### src/rtl/sampler_pkg.sv
// Shared constants, record types and helpers for the lease-cache reuse sampler.
package sampler_pkg;

  localparam int N_WAY      = 8;
  localparam int WAY_W      = 3;
  localparam int TAG_W_DEF  = 26;
  localparam int PC_W_DEF   = 32;
  localparam int TIME_W_DEF = 32;

  typedef struct packed {
    logic                  valid;
    logic [TAG_W_DEF-1:0]  tag;
    logic [PC_W_DEF-1:0]   pc;
    logic [TIME_W_DEF-1:0] stamp;
  } entry_t;

  typedef struct packed {
    logic [PC_W_DEF-1:0]   pc;
    logic [TIME_W_DEF-1:0] reuse;
    logic                  expired;
  } report_t;

  // Index of the lowest set bit; zero when no bit is set.
  function automatic logic [WAY_W-1:0] lowest_set(input logic [N_WAY-1:0] vec);
    logic [WAY_W-1:0] idx;
    idx = '0;
    for (int i = N_WAY - 1; i >= 0; i--) begin
      if (vec[i]) begin
        idx = WAY_W'(i);
      end else begin
        idx = idx;
      end
    end
    return idx;
  endfunction

endpackage

### src/rtl/sampler_free_way_finder.sv
// Combinational lowest-free-way finder over the per-way valid bits.
module sampler_free_way_finder
  import sampler_pkg::*;
(
  input  logic [N_WAY-1:0] valid,
  output logic [WAY_W-1:0] free_idx,
  output logic             any_free
);

  // Lowest invalid way and whether any way is free.
  always_comb begin
    free_idx = lowest_set(~valid);
    any_free = ~(&valid);
  end

endmodule

### src/rtl/sampler_tag_buffer.sv
// Eight-entry fully-associative reuse sample buffer with a one-deep report register.
// Optional feature macro: SAMPLER_EXPIRE_REPORT_EN (report full-buffer evictions as expired).
module sampler_tag_buffer
  import sampler_pkg::*;
#(
  parameter int TAG_W  = TAG_W_DEF,
  parameter int PC_W   = PC_W_DEF,
  parameter int TIME_W = TIME_W_DEF
) (
  input  logic              clock_i,
  input  logic              resetn_i,
  input  logic              ref_valid_i,
  output logic              ref_ready_o,
  input  logic [TAG_W-1:0]  ref_tag_i,
  input  logic [PC_W-1:0]   ref_pc_i,
  input  logic              ref_sample_i,
  output logic              rpt_valid_o,
  input  logic              rpt_ready_i,
  output logic [PC_W-1:0]   rpt_pc_o,
  output logic [TIME_W-1:0] rpt_reuse_o,
  output logic              rpt_expired_o,
  output logic [3:0]        occupancy_o,
  output logic [TIME_W-1:0] time_o
);

  logic [N_WAY-1:0]  valid_r;
  logic [TAG_W-1:0]  tag_r   [N_WAY];
  logic [PC_W-1:0]   pc_r    [N_WAY];
  logic [TIME_W-1:0] stamp_r [N_WAY];
  logic [WAY_W-1:0]  vp_r;
  logic [3:0]        occupancy_r;
  logic [TIME_W-1:0] time_r;

  logic              stage_valid_r;
  logic [TAG_W-1:0]  stage_tag_r;
  logic [PC_W-1:0]   stage_pc_r;
  logic              stage_sample_r;
  logic [TIME_W-1:0] stage_stamp_r;

  logic              rpt_valid_r;
  logic [PC_W-1:0]   rpt_pc_r;
  logic [TIME_W-1:0] rpt_reuse_r;
  logic              rpt_expired_r;

  logic [N_WAY-1:0]  match_s;
  logic              hit_s;
  logic [WAY_W-1:0]  hit_way_s;
  logic [WAY_W-1:0]  free_way_s;
  logic              any_free_s;
  logic              advance_s;
  logic              accept_s;
  logic              evict_s;
  logic              rpt_load_s;
  logic [PC_W-1:0]   rpt_pc_s;
  logic [TIME_W-1:0] rpt_reuse_s;
  logic              rpt_expired_s;

  sampler_free_way_finder u_free (
    .valid    (valid_r),
    .free_idx (free_way_s),
    .any_free (any_free_s)
  );

  // Associative compare of the staged tag against every valid way.
  always_comb begin
    match_s = '0;
    for (int i = 0; i < N_WAY; i++) begin
      match_s[i] = valid_r[i] && (tag_r[i] == stage_tag_r);
    end
  end

  assign hit_s       = |match_s;
  assign hit_way_s   = lowest_set(match_s);
  assign advance_s   = stage_valid_r && (!rpt_valid_r || rpt_ready_i);
  assign ref_ready_o = !stage_valid_r || advance_s;
  assign accept_s    = ref_valid_i && ref_ready_o;
  assign evict_s     = !hit_s && stage_sample_r && !any_free_s;

  // Next report contents: reuse on a hit, optionally expiry on an eviction.
  always_comb begin
    rpt_load_s    = 1'b0;
    rpt_pc_s      = pc_r[hit_way_s];
    rpt_reuse_s   = stage_stamp_r - stamp_r[hit_way_s];
    rpt_expired_s = 1'b0;
    if (hit_s) begin
      rpt_load_s = advance_s;
    end else if (evict_s) begin
`ifdef SAMPLER_EXPIRE_REPORT_EN
      rpt_load_s    = advance_s;
      rpt_pc_s      = pc_r[vp_r];
      rpt_reuse_s   = stage_stamp_r - stamp_r[vp_r];
      rpt_expired_s = 1'b1;
`else
      rpt_load_s    = 1'b0;
`endif
    end else begin
      rpt_load_s = 1'b0;
    end
  end

  // Reference intake: stage register and global reference counter.
  always_ff @(posedge clock_i or negedge resetn_i) begin
    if (!resetn_i) begin
      stage_valid_r  <= 1'b0;
      stage_tag_r    <= '0;
      stage_pc_r     <= '0;
      stage_sample_r <= 1'b0;
      stage_stamp_r  <= '0;
      time_r         <= '0;
    end else if (accept_s) begin
      stage_valid_r  <= 1'b1;
      stage_tag_r    <= ref_tag_i;
      stage_pc_r     <= ref_pc_i;
      stage_sample_r <= ref_sample_i;
      stage_stamp_r  <= time_r;
      time_r         <= time_r + TIME_W'(1);
    end else if (advance_s) begin
      stage_valid_r  <= 1'b0;
    end
  end

  // Table update in the execute cycle; only the lowest matching way is touched.
  always_ff @(posedge clock_i or negedge resetn_i) begin
    if (!resetn_i) begin
      for (int i = 0; i < N_WAY; i++) begin
        tag_r[i]   <= '0;
        pc_r[i]    <= '0;
        stamp_r[i] <= '0;
      end
      valid_r     <= '0;
      vp_r        <= '0;
      occupancy_r <= 4'd0;
    end else if (advance_s) begin
      if (hit_s) begin
        if (stage_sample_r) begin
          tag_r[hit_way_s]   <= stage_tag_r;
          pc_r[hit_way_s]    <= stage_pc_r;
          stamp_r[hit_way_s] <= stage_stamp_r;
        end else begin
          valid_r[hit_way_s] <= 1'b0;
          occupancy_r        <= occupancy_r - 4'd1;
        end
      end else if (stage_sample_r && any_free_s) begin
        valid_r[free_way_s] <= 1'b1;
        tag_r[free_way_s]   <= stage_tag_r;
        pc_r[free_way_s]    <= stage_pc_r;
        stamp_r[free_way_s] <= stage_stamp_r;
        occupancy_r         <= occupancy_r + 4'd1;
      end else if (stage_sample_r) begin
        tag_r[vp_r]   <= stage_tag_r;
        pc_r[vp_r]    <= stage_pc_r;
        stamp_r[vp_r] <= stage_stamp_r;
        vp_r          <= vp_r + WAY_W'(1);
      end
    end
  end

  // Report register: a new report wins over a same-cycle drain.
  always_ff @(posedge clock_i or negedge resetn_i) begin
    if (!resetn_i) begin
      rpt_valid_r   <= 1'b0;
      rpt_pc_r      <= '0;
      rpt_reuse_r   <= '0;
      rpt_expired_r <= 1'b0;
    end else if (rpt_load_s) begin
      rpt_valid_r   <= 1'b1;
      rpt_pc_r      <= rpt_pc_s;
      rpt_reuse_r   <= rpt_reuse_s;
      rpt_expired_r <= rpt_expired_s;
    end else if (rpt_ready_i) begin
      rpt_valid_r   <= 1'b0;
    end
  end

  assign rpt_valid_o   = rpt_valid_r;
  assign rpt_pc_o      = rpt_pc_r;
  assign rpt_reuse_o   = rpt_reuse_r;
  assign rpt_expired_o = rpt_expired_r;
  assign occupancy_o   = occupancy_r;
  assign time_o        = time_r;

endmodule

### config.mk
export PLATFORM = sky130hd
export DESIGN_NAME = sampler_tag_buffer
export DESIGN_NICKNAME = d
export VERILOG_FILES = /design/src/rtl/sampler_pkg.sv /design/src/rtl/sampler_free_way_finder.sv /design/src/rtl/sampler_tag_buffer.sv
export SDC_FILE = /design/constraint.sdc
export NUM_CORES = 2
export LEC_CHECK = 0
export ABC_AREA = 0
export CAP_MARGIN = 15
export CORE_ASPECT_RATIO = 0.5
export CORE_MARGIN = 8
export CORE_UTILIZATION = 55
export DETAILED_ROUTE_END_ITERATION = 16
export GPL_TIMING_DRIVEN = 0
export PLACE_DENSITY = 0.7
export SKIP_LAST_GASP = 1
export SYNTH_ARGS = -nofsm -noshare
export SYNTH_HDL_FRONTEND = slang
export SYNTH_SLANG_ARGS = --single-unit
### constraint.sdc
create_clock -name clock_i -period 6.7 [get_ports clock_i]
set_clock_uncertainty 0.2 [all_clocks]
set_input_delay 1.005 -clock clock_i [delete_from_list [all_inputs] [get_ports clock_i]]
set_output_delay 1.005 -clock clock_i [all_outputs]
set_load 0.02 [all_outputs]
==> results.md <==
* Number of DRC markers in iteration 0 at 3050
* Net Sw Frac at 31.9%
* Cells after Synth at 3622
* FF+latch count, synth at 924
* Min Tclk post-route at 6.68 ns
* Post-Syn Area per Cell at 11.9 µm²
* Vias in the first global route at 30900
* Async SR Flop Fraction at 100%
* Synth unique cells at 77
* Req. time, crit path at 7.11 ns
* Register area share after synthesis at 53.6%
* Synthesis Warnings at 0
* Crit start category: flip-flop
* Initial Utilization at 55.6%
* Cell accounting for the most synthesized area: dfrtp_1
* Sequential Power Share at 44.3%
* Dpl ws at -2.68 ns
* Top FF cell, synth: dfrtp_1
* Worst-skew pair later-pin latency at 0.70 ns
* Mapped Area at 0.0431 mm²
* Routed length per instance at 26.3 µm
* Crit path arrival time at 7.09 ns
* Post-synth EDFFs at 0
* Setup violations, final at 0
* Largest net degree at the start of global routing at 114
* # IOs at 166
* PwrDens at 362 mW/mm²
* Die H at 214 µm
* Tcrit/Tclk final at 99.6%
* CTS tree: yes
* Die X at 412 µm
* Status: completed
* Nets at 4008
* Congestion Overflow GR at 0
* Final Core Density at 65.1%
* Routed WL at 132000 µm
* Vias at 30800
* Clock sink count at 924
* Worst slew pin tran at 1.28 ns
* Layout cells sized above 1 at 25.4%
* Max clock buf depth at 3
* Peak VDD IR at 0.280 mV
* Critical path class: flip-flop to flip-flop
* Final Hold Vio Count at 0
* Core Rows at 72
* Clock share of power at 27.7%
* Hold Slack at 0.0661 ns
* Num CTS Buffers at 81
* Slew headroom at 14.4%
* Layout area overhead at 17.0%
* H-tree depth at 3
* Total global-route track usage at 29.4%
* Die area at 0.0881 mm²
* Antenna violations before repair at 1
* Worst min-delay path class: input pin to async pin
* CP Capture Type: flip-flop
* Root Buffer: clkbuf_16
* Port buffer count at 164
* # fillers at 6032
* DR pass1 iterations at 5
* Via/cell ratio at 6.15
* Core box area at 0.0775 mm²
* Combinational Power Share at 28.0%
* Setup ws final at 0.0248 ns
* Hpwl dp at 92000 µm
* F_max at 150 MHz
* Synth top area cells: dfrtp_1 54%, mux2_2 15%, nand2_1 4.9%
* Static leakage at 24.0 nW
* Post-route ant nets at 0
* Post-synth net total at 3722
* Unrepaired setup endpoints after global routing: yes
* Max cap viols at 0
* First-pass GRT wire length at 197000 µm
* CP max FO at 10
* Worst r2r path cells at 26
* Share of the synthesized area in the top cell type at 53.6%
* CTS clk-pin slew, worst paths at 0.07 ns
* Routability cong. at 0.946
* Drt drc at 0
* Pint at 0.0124 W
* Pins Over Slew Limit at 0
* Switching power at 0.00583 W
==> cell usage after synthesis (all sizes together) (34+ instances only) <==
cell type / count
nand2: 564
a21oi: 66
nor2: 72
ha: 35
mux2: 718
xnor2: 166
buf: 152
o21ai: 135
nand4: 77
mux2i: 72
dfrtp: 924
clkbuf: 80
nor4: 34
xor2: 110
==> path summary, 6_finish.rpt <==
kind	startpoint	end	slack, ns
max in group asynchronous	resetn_i	stamp_r[57]	3.38
worst max register to register	stage_tag_r[15]	rpt_reuse_o[31]	0.02
worst min-delay path	resetn_i	stage_tag_r[14]	0.07
worst max-delay path	stage_tag_r[15]	rpt_reuse_o[31]	0.02
worst min register to register	rpt_reuse_o[12]	rpt_reuse_o[12]	0.28
min in group clock_i	rpt_reuse_o[12]	rpt_reuse_o[12]	0.28
==> placed cells by master (no fill, tap or decap), drive strengths merged, types with 8 or more instances in the layout <==
cell type,instances
dfrtp,924
mux2,718
nand2,564
buf,192
clkbuf,189
xnor2,166
clkdlybuf4s50,163
o21ai,135
xor2,110
nand4,77
mux2i,72
nor2,72
a21oi,66
ha,35
nor4,34
a22oi,30
o22ai,29
a221oi,29
inv,28
a21o,26
nand3,25
nor3,24
a31oi,24
o211ai,23
and3,21
or4,18
clkinv,15
o221ai,14
nand2b,13
a22o,12
bufinv,12
and2,11
a221o,8
a211o,8
==> sequential cells by signal, indices dropped and copies added (netlist names) <==
name / count
pc_r: 256
stamp_r: 256
tag_r: 208
rpt_pc_o: 32
rpt_reuse_o: 32
stage_pc_r: 32
stage_stamp_r: 32
time_o: 32
stage_tag_r: 26
valid_r: 8
occupancy_o: 4
vp_r: 3
rpt_valid_o: 1
stage_sample_r: 1
stage_valid_r: 1
==> layer usage <==
layer | GRT usage [%] | vias up | part of all wire (%)
li1 | - | 13400 | -
met2 | 44.6 | 1112 | 45
met4 | 9.75 | 0 | 3.4
met3 | 5.36 | 227 | 7.1
met1 | 42.6 | 16000 | 45
met5 | 0 | - | 0
==> cell type report <==
type,instances,area [µm²],share of cell area [%]
plain buffers,228,1460,2.89
well taps,1036,1300,2.57
multi-input cells,2441,19400,38.5
diodes,1,2.50,0.00496
repair buffers,207,2220,4.41
clock inverters,31,562,1.11
inverters,25,93.8,0.186
flip-flops and latches,924,23100,45.9
clock buffers,109,2250,4.47
==> power groups by stage <==
stage	combinational [W]	clock (W)	sequential (W)
after floorplan	0.00344	0	0.00788
after global placement	0.00463	0	0.00811
after detailed placement	0.00478	0	0.00813
after CTS	0.00499	0.00511	0.00805
after global routing	0.00551	0.00534	0.00826
final	0.00512	0.00506	0.00809
==> cells by family (layout without fill, tap and decap cells) <==
kind of cell | count (synthesis) | in the layout | share of synthesized area (%)
simple gates | 892 | 892 | 9.36
compound gates | 444 | 444 | 6.87
mux | 790 | 790 | 20.4
buf+inv | 257 | 600 | 2.92
other cells | 1 | 2 | 0.00870
fa+ha+maj | 37 | 37 | 1.11
flops | 924 | 924 | 53.6
xor+xnor | 277 | 277 | 5.66
==> stage by stage <==
stage | power, W | setup TNS, ns | std cells | instance area (µm²)
floorplan | 0.0113 | 0 | 3622 | 43100
detailed placement | 0.0129 | -30.88 | 4837 | 46400
global route | 0.0191 | -0.0908 | 5001 | 50400
global placement | 0.0127 | - | 4822 | 46000
CTS | 0.0181 | 0 | 4985 | 49900
finish | 0.0183 | 0 | 5002 | 50400
==> critical path, stage by stage, from the launching register on <==
cell	delay, ns
dfrtp_1	0.36
clkbuf_4	0.24
buf_4	0.25
xnor2_2	0.20
nand4_1	0.19
nor4_4	0.39
o211ai_1	0.14
buf_4	0.17
a311o_1	0.40
buf_6	0.18
a21oi_4	0.22
buf_6	0.18
buf_12	0.14
mux2_2	0.34
o221ai_1	0.17
a31o_2	0.14
ha_1	0.27
a21oi_1	0.17
o21ai_0	0.12
a21o_1	0.25
o31ai_4	0.30
a21oi_2	0.14
o41ai_4	0.37
o21ai_0	0.17
a21oi_2	0.37
xnor3_1	0.35
o21ai_1	0.15
==> what timing repair did <==
| item | 4_1_cts | 5_1_grt |
|---|---|---|
| resized for setup | 143 | 96 |
| gates cloned | 0 | 0 |
| hold buffers | 0 | 0 |
| setup endpoints to repair | 28 | 6 |
| setup buffers | 11 | 16 |
| pin swaps | 13 | 15 |
(Power assumes the default switching activity.)
